$ cat config.mk
export PLATFORM = sky130hd
export DESIGN_NAME = exp4_gravador_sequencia
export DESIGN_NICKNAME = d
export VERILOG_FILES = /design/src/rtl/exp4_gravador_sequencia_pkg.sv /design/src/rtl/exp4_gravador_sequencia_ram.sv /design/src/rtl/exp4_gravador_sequencia.sv
export SDC_FILE = /design/constraint.sdc
export NUM_CORES = 1
export LEC_CHECK = 0
export ABC_AREA = 1
export CORE_AREA = 4 4 91 93
export DETAILED_ROUTE_END_ITERATION = 7
export DIE_AREA = 0 0 95 97
export PLACE_DENSITY = 0.77
export SYNTH_ARGS = -nofsm -noshare
export SYNTH_HDL_FRONTEND = slang
export SYNTH_SLANG_ARGS = --single-unit
export TNS_END_PERCENT = 50
$ cat constraint.sdc
create_clock -name clock -period 1.4 [get_ports clock]
set_input_delay 0.28 -clock clock [delete_from_list [all_inputs] [get_ports clock]]
set_output_delay 0.28 -clock clock [all_outputs]
set_load 0.02 [all_outputs]
$ cat src/rtl/exp4_gravador_sequencia_pkg.sv
// Shared definitions for the sequence recorder: FSM state codes shown on the
// debug display and the data width of one play.
package exp4_defs;

   localparam int DATA_W = 4;

   typedef enum logic [3:0] {
      E_INICIAL  = 4'h0,
      E_PREPARA  = 4'h1,
      E_ESPERA   = 4'h2,
      E_REGISTRA = 4'h3,
      E_PROXIMO  = 4'h4,
      E_TIMEOUT  = 4'hE,
      E_FIM      = 4'hF
   } estado_t;

endpackage

$ cat src/rtl/exp4_gravador_sequencia_ram.sv
// Sequence memory: one synchronous write port and one registered read port.
// A read of the address being written returns the old word.
module ram_seq_16x4
   import exp4_defs::*;
#(
   parameter  int PROFUNDIDADE = 16,
   localparam int AW           = $clog2(PROFUNDIDADE)
) (
   input  logic              clock,
   input  logic              reset,
   input  logic              we,
   input  logic [AW-1:0]     end_escrita,
   input  logic [DATA_W-1:0] dado_escrita,
   input  logic [AW-1:0]     end_leitura,
   output logic [DATA_W-1:0] dado_leitura
);

   logic [DATA_W-1:0] r_mem [PROFUNDIDADE];
   logic [DATA_W-1:0] r_dado_leitura;

   // NOTE: the array has no reset so it maps onto RAM; recorded words survive a reset.
   always_ff @(posedge clock) begin
      if (we) r_mem[end_escrita] <= dado_escrita;
   end

   always_ff @(posedge clock or negedge reset) begin
      if (!reset) r_dado_leitura <= '0;
      else        r_dado_leitura <= r_mem[end_leitura];
   end

   assign dado_leitura = r_dado_leitura;

endmodule

$ cat src/rtl/exp4_gravador_sequencia.sv
// Records limite+1 plays from the switches into ram_seq_16x4 under an iniciar/pronto
// handshake. Define GRAVADOR_TIMEOUT_EN to add the ESPERA idle timeout.
module exp4_gravador_sequencia
   import exp4_defs::*;
#(
   parameter  int PROFUNDIDADE   = 16,
   parameter  int TIMEOUT_CICLOS = 5000,
   localparam int AW             = $clog2(PROFUNDIDADE)
) (
   input  logic              clock,
   input  logic              reset,
   input  logic              iniciar,
   input  logic [DATA_W-1:0] chaves,
   input  logic [AW-1:0]     limite,
   input  logic [AW-1:0]     end_leitura,
   output logic [DATA_W-1:0] dado_leitura,
   output logic              pronto,
   output logic              timeout,
   output logic              db_jogada,
   output logic [AW-1:0]     db_contagem,
   output logic [DATA_W-1:0] db_memoria,
   output logic [3:0]        db_estado
);

   if (TIMEOUT_CICLOS < 2 || PROFUNDIDADE < 2) begin : g_param_invalido
      $error("exp4_gravador_sequencia: PROFUNDIDADE and TIMEOUT_CICLOS must be >= 2");
   end

   estado_t           r_estado;
   logic [DATA_W-1:0] r_sync1, r_sync2, r_prev;
   logic [DATA_W-1:0] r_dado, r_memoria;
   logic [AW-1:0]     r_contagem, r_limite;
   logic              r_we, r_pronto;
   logic              w_jogada;
   logic              w_expirou;

   // The edge register follows the synced value every cycle, so a play is only
   // seen while it is fresh and nothing stale can fire after PREPARA.
   always_ff @(posedge clock or negedge reset) begin
      if (!reset) begin
         r_sync1 <= '0;
         r_sync2 <= '0;
         r_prev  <= '0;
      end else begin
         // NOTE: non-blocking assignments make the three stages shift together.
         r_sync1 <= chaves;
         r_sync2 <= r_sync1;
         r_prev  <= r_sync2;
      end
   end

   assign w_jogada = (r_prev == '0) && (r_sync2 != '0);

`ifdef GRAVADOR_TIMEOUT_EN
   localparam int TW = $clog2(TIMEOUT_CICLOS + 1);
   logic [TW-1:0] r_ociosos;
   logic          r_timeout;

   // Held at zero outside ESPERA, so every entry into ESPERA starts a fresh count.
   always_ff @(posedge clock or negedge reset) begin
      if (!reset)                   r_ociosos <= '0;
      else if (r_estado != E_ESPERA) r_ociosos <= '0;
      else                          r_ociosos <= r_ociosos + 1'b1;
   end

   assign w_expirou = (r_ociosos == TW'(TIMEOUT_CICLOS - 1));
   assign timeout   = r_timeout;
`else
   assign w_expirou = 1'b0;
   assign timeout   = 1'b0;
`endif

   always_ff @(posedge clock or negedge reset) begin
      if (!reset) begin
         r_estado   <= E_INICIAL;
         r_contagem <= '0;
         r_limite   <= '0;
         r_dado     <= '0;
         r_memoria  <= '0;
         r_we       <= 1'b0;
         r_pronto   <= 1'b0;
`ifdef GRAVADOR_TIMEOUT_EN
         r_timeout  <= 1'b0;
`endif
      end else begin
         r_we <= 1'b0;
         case (r_estado)
            E_INICIAL: if (iniciar) r_estado <= E_PREPARA;
            E_PREPARA: begin
               r_contagem <= '0;
               r_limite   <= limite;
               r_estado   <= E_ESPERA;
            end
            E_ESPERA: begin
               // A play on the expiry cycle wins over the timeout.
               if (w_jogada) begin
                  r_dado   <= r_sync2;
                  r_we     <= 1'b1;
                  r_estado <= E_REGISTRA;
               end else if (w_expirou) begin
                  r_estado  <= E_TIMEOUT;
`ifdef GRAVADOR_TIMEOUT_EN
                  r_timeout <= 1'b1;
`endif
               end
            end
            E_REGISTRA: begin
               r_memoria <= r_dado;
               if (r_contagem == r_limite) begin
                  r_estado <= E_FIM;
                  r_pronto <= 1'b1;
               end else begin
                  r_estado <= E_PROXIMO;
               end
            end
            E_PROXIMO: begin
               r_contagem <= r_contagem + 1'b1;
               r_estado   <= E_ESPERA;
            end
            E_FIM: begin
               if (iniciar) begin
                  r_estado <= E_PREPARA;
                  r_pronto <= 1'b0;
               end
            end
`ifdef GRAVADOR_TIMEOUT_EN
            E_TIMEOUT: begin
               if (iniciar) begin
                  r_estado  <= E_PREPARA;
                  r_timeout <= 1'b0;
               end
            end
`endif
            default: r_estado <= E_INICIAL;
         endcase
      end
   end

   ram_seq_16x4 #(.PROFUNDIDADE(PROFUNDIDADE)) u_ram (
      .clock        (clock),
      .reset        (reset),
      .we           (r_we),
      .end_escrita  (r_contagem),
      .dado_escrita (r_dado),
      .end_leitura  (end_leitura),
      .dado_leitura (dado_leitura)
   );

   assign pronto      = r_pronto;
   assign db_jogada   = w_jogada;
   assign db_contagem = r_contagem;
   assign db_memoria  = r_memoria;
   assign db_estado   = r_estado;

endmodule

; ---- Yosys cells after proc, flatten, opt, wreduce, memory -nomap -nowiden
; Memory sizes are Yosys's and may differ from the RTL's. A register that Yosys moved wholly into a read port is not among the register bits.
; Cells that the tools add are included.
[totals]
latchBits = 0
ram_bits = 64
regBits = 34
input_bits = 15
out_inout_bits = 19
mem_count = 1
mem_bits_ro = 0
[op_classes]
n_bitwise = 0
n_addsub = 1
order_cmp = 0
muxes = 12
div = 0
n_mul = 0
n_eq_ne = 10
n_shift = 0
n_reduce_logical = 12
[memory_table]
columns = memory, words, word_bits, rd, rd_clocked_by_memory_dff, wr, line
row1 = u_ram.r_mem, 16, 4, 1, 1, 1, exp4_gravador_sequencia_ram.sv:18  ; logic [DATA_W-1:0] r_mem [PROFUNDIDADE];
[op_table]
columns = operator, n
row1 = 4-bit one-hot mux with 4 select lines, 1
row2 = 4-bit 2-to-1 mux, 3
row3 = "4-bit by 2-bit equality test with 1-bit output, second input constant", 2
row4 = 4-bit logical NOT, 2
row5 = 4-bit one-hot mux with 2 select lines, 1
row6 = 1-bit 2-to-1 mux, 6
row7 = "2-bit != test, second input constant", 3
row8 = "4-bit by 1-bit adder with 4-bit output, second input constant", 1
row9 = "4-bit by 1-bit equality test with 1-bit output, second input constant", 1
row10 = "4-bit by 3-bit equality test with 1-bit output, second input constant", 1
row11 = 4-bit equality test, 1
row12 = "4-bit equality test, second input constant", 1
row13 = 2-bit AND reduction, 2
row14 = 2-bit nonzero test, 2
row15 = 4-bit nonzero test, 1
row16 = 2-bit OR reduction, 2
row17 = 3-bit AND reduction, 1
row18 = "2-bit by 1-bit != test with 1-bit output, second input constant", 1
row19 = 1-bit one-hot mux with 2 select lines, 1
row20 = 1-bit logical AND, 1
row21 = 1-bit logical NOT, 1

; ---- Longest topological paths before layout
; Gate-level depths: netlist of the first run.
[logic_depth]
depth_word = 4
ltp_mapped = 9
mapped_depth_nobuf = 9

; ---- By module
; Synthesis of the first run repeated with hierarchy kept, for this count alone.
[hier_totals]
cells_unflattened = 438
area_unflattened_um2 = 4372.9
[modules_own_cells]
columns = module, area_each_um2, instances, cells_per_inst
row1 = ram_seq_16x4, 2987.9, 1, 292
row2 = exp4_gravador_sequencia, 1385.1, 1, 146

; ---- Worst setup path after synthesis of the first run
; OpenSTA, ideal clock, no wires.
[synth_path]
kind = register to register
startpoint = reg r_contagem[0] (netlist: db_contagem[0])
endpoint = mem u_ram.r_mem[11][0] (enable)
required_time_ps = 1071
setup_slack_ps = -26
path_buffers = 0
setup_time_ps = 329
path_stages_with_launch = 4
t_arrival_ps = 1096
cell_sequence = dfrtp_1 ha_1 nand2_1 nor2_1
[synth_lines]
columns = item, line
row1 = start: declaration, exp4_gravador_sequencia.sv:32  ; logic [AW-1:0] r_contagem, r_limite;
row2 = start signal: assignment, exp4_gravador_sequencia.sv:117  ; r_contagem <= r_contagem + 1'b1;
row3 = end: declaration, exp4_gravador_sequencia_ram.sv:18
; No word-level cell before the write port.

; ---- Worst setup path after layout of the first run
[layout_path]
startpoint = reg r_sync2[0]
endpoint = out db_jogada
[layout_via]
elab_chain_cells = 2
[layout_lines]
columns = item, line
row1 = start: declaration, exp4_gravador_sequencia.sv:30  ; logic [DATA_W-1:0] r_sync1, r_sync2, r_prev;
row2 = start signal: assignment, exp4_gravador_sequencia.sv:47  ; r_sync2 <= r_sync1;
row3 = 4-bit nonzero test, exp4_gravador_sequencia.sv:52  ; assign w_jogada = (r_prev == '0) && (r_sync2 != '0);
row4 = 1-bit logical AND, exp4_gravador_sequencia.sv:52
row5 = end: declaration, exp4_gravador_sequencia.sv:19  ; output logic db_jogada,
; Every way passes these cells.

==> run metrics, run 1 <==
outcome=finished, violations left; failing checks=setup timing; Worst EP arrival=1.20 ns; standard-cell rows=32; fin area=5110 µm²; Multi-input gate area=roughly 1100 µm²; GRT busiest layer=met2; Reg2Reg Setup Slack=0 ns; Setup-failing EPs final=1; PnR worst setup slack=-0.0757 ns; worst setup path category=flip-flop to output pin; Leakage=about 0.0022 µW; GPL Wtd Cong=slightly below 0.9; die area=between 9000 and 10000 µm²; syn nets=just under 400; CTS Buf Count=9; total area of sequential cells=approximately 2900 µm²; Worst Skew=roughly 0.0065 ns; antenna fix cells=0; Synth Register Bits=between 100 and 150; Mapped Area=4150 µm²; fraction of layout cells with a size suffix above 1=0.231; drt pass-1 iters=4; M3 GR Usage=0.0404; Max Cap Viol=0; io pins=34; Syn Inst Count=371; vias in the first global route=2718; largest net degree at the start of global routing=33; via/cell ratio=between 5 and 6; RSZ-0062 raised after global routing=yes; CTS H-tree lvls=3; Die X=about 95 µm; CP Max Fanout=2; met2 Use GR=0.292; core area=around 7500 µm²; GRT met1 Usage=0.232; grt ovf=0; setup TNS=-0.0757 ns; most common cell after layout, fill and taps aside=edfxtp_1; sequential fraction of the synthesis area=0.692; DRC violations left=0; fill cell count=around 570; Final HPWL DP=~5.3 mm; vias post-DR=between 2000 and 3000; Max VDD drop=0.00129 V; initial antenna violation count=0; Yosys cell types=24; hold violation total from the final report=0; Avg Inst Size Synth=roughly 11 µm²; clock buffer depth=2; Tcrit/Tclk final=1.05; Initial DRC Count=roughly 150; Starting Density=0.552; Layout Utilization=0.679; Required @ worst endpoint=1.12 ns; clk root buf=clkbuf_8; clock slew at reported path FFs=approximately 0.09 ns; TritonCTS clock tree=done; I/O Buffers=32; clock sink count=a little over 100; Crit. End Element=output pin; worst skew pair latency=0.37 ns; first-pass GRT wire length=about 13 mm; pwr dens=around 1500 nW/µm²; Die Span Y=around 97 µm; Nets=between 400 and 500; DR WL/cell=between 10 and 15 µm; final slew viol count=0; Placement Cell Area=between 4000 and 5000 µm²; GRT Total Usage=0.180; remaining antenna violation count=0; fmax=between 600 and 700 MHz; most frequent cells in the layout=edfxtp_1, nand2_1, inv_1; crit path time final=1.48 ns; element type at the critical path start=flip-flop; hold crit path type=primary input to flip-flop; Yosys Warn Count=0; Area Overhead vs Synth=23.0%; Detailed Route WL=just under 8 mm
synth_stat cells:
cell type,instances,area [µm²]
a21oi_1,19,95.1
buf_2,8,40.0
buf_4,1,7.51
clkbuf_1,3,11.3
conb_1,1,3.75
dfrtp_1,38,951
edfxtp_1,64,1920
ha_1,4,50.1
inv_1,56,210
inv_2,1,3.75
mux2_2,2,22.5
nand2_1,63,236
nand2_2,3,18.8
nand3_1,28,140
nand3_2,1,10.0
nand3b_1,1,7.51
nor2_1,27,101
nor2_2,1,6.26
nor2_4,1,11.3
o211ai_1,16,120
o21ai_0,26,130
o22ai_1,3,18.8
xnor2_1,1,8.76
xor2_1,3,26.3
cells by family after synthesis:
logic type	Yosys count	synth area share
multiplexers	2	0.00542
XOR/XNOR	4	0.00844
AO/OA/AOI/OAI	64	0.0877
AND/OR/NAND/NOR	125	0.128
buffers and inverters	69	0.0657
other	1	0.000903
adder cells (fa/ha/maj)	4	0.0121
flip-flops	102	0.692
flip-flops by register name (all words and copies together) (netlist names):
register and cells:
r_dado 4, r_sync2 4, db_memoria 4, pronto 1
r_limite 4, u_ram.r_mem 64, r_prev 4, r_sync1 4
db_contagem 4, db_estado 4, r_we 1, u_ram.dado_leitura 4
worst max-delay path, cell delays in order (launching register included):
cell	delay (ns)
dfrtp_1	0.40
nor2_1	0.10
nand2_1	0.06
nand2_1	0.10
inv_2	0.04
buf_6	0.12
metrics by stage:
step	std cells	setup WS, ns	hold WS [ns]	total power, µW
floorplan	371	0.00133	-0.0156	5150
global placement	530	-0.139	0.271	6050
detailed placement	530	-0.139	0.273	6120
CTS	547	-0.123	0.333	7720
global route	548	-0.204	0.335	8300
finish	548	-0.0757	0.344	7840
path summary, 6_finish.rpt:
kind | startpoint | endpoint | cells after the start
worst min-delay path | chaves[2] | r_sync1[2]$_DFF_PN0_ | 1
max in group asynchronous | reset | r_prev[1]$_DFF_PN0_ | 3
worst min register to register | r_sync1[1]$_DFF_PN0_ | r_sync2[1]$_DFF_PN0_ | 0
worst max-delay path | r_sync2[0]$_DFF_PN0_ | db_jogada | 5
worst max register to register | db_contagem[1]$_DFFE_PN0N_ | u_ram.r_mem[5][1]$_DFFE_PP_ | 5
min in group asynchronous | reset | u_ram.dado_leitura[2]$_DFF_PN0_ | 2
metal layers:
layer / up-vias / part of all wire
li1: 1377 / -
met1: 1317 / 0.44
met4: 0 / 0.021
met2: 72 / 0.49
met5: - / 0
met3: 16 / 0.041
what timing repair did:
| action | 4_1_cts | 5_1_grt |
|---|---|---|
| pin swaps | 0 | 8 |
| hold endpoints to repair | 19 | 0 |
| resized for setup | 45 | 36 |
| setup buffers | 0 | 2 |
| hold buffers | 1 | 0 |
| setup endpoints to repair | 46 | 61 |
power by group:
part           switching [µW]  total (µW)  internal (µW)
Combinational            1330        2140            806
Sequential                240        4030           3790
Clock                    1010        1680            667
final cells by class:
type / count / area share
Timing Repair Buffer: 71 / 0.120
Clock inverter: 5 / 0.00833
Multi-Input combinational cell: 200 / 0.214
Tap cell: 102 / 0.0250
Inverter: 57 / 0.0424
Clock buffer: 11 / 0.0257
Sequential cell: 102 / 0.564
(Power assumes the default switching activity.)
==> run 2: changes to the inputs <==
--- a/config.mk
+++ b/config.mk
@@ -6,6 +6,7 @@
 export NUM_CORES = 1
 export LEC_CHECK = 0
 export ABC_AREA = 1
+export CAP_MARGIN = 20
 export CORE_AREA = 4 4 91 93
 export DETAILED_ROUTE_END_ITERATION = 7
 export DIE_AREA = 0 0 95 97
==> results of run 2 <==
No change in the layout: final DEF, timing and power equal those of run 1.
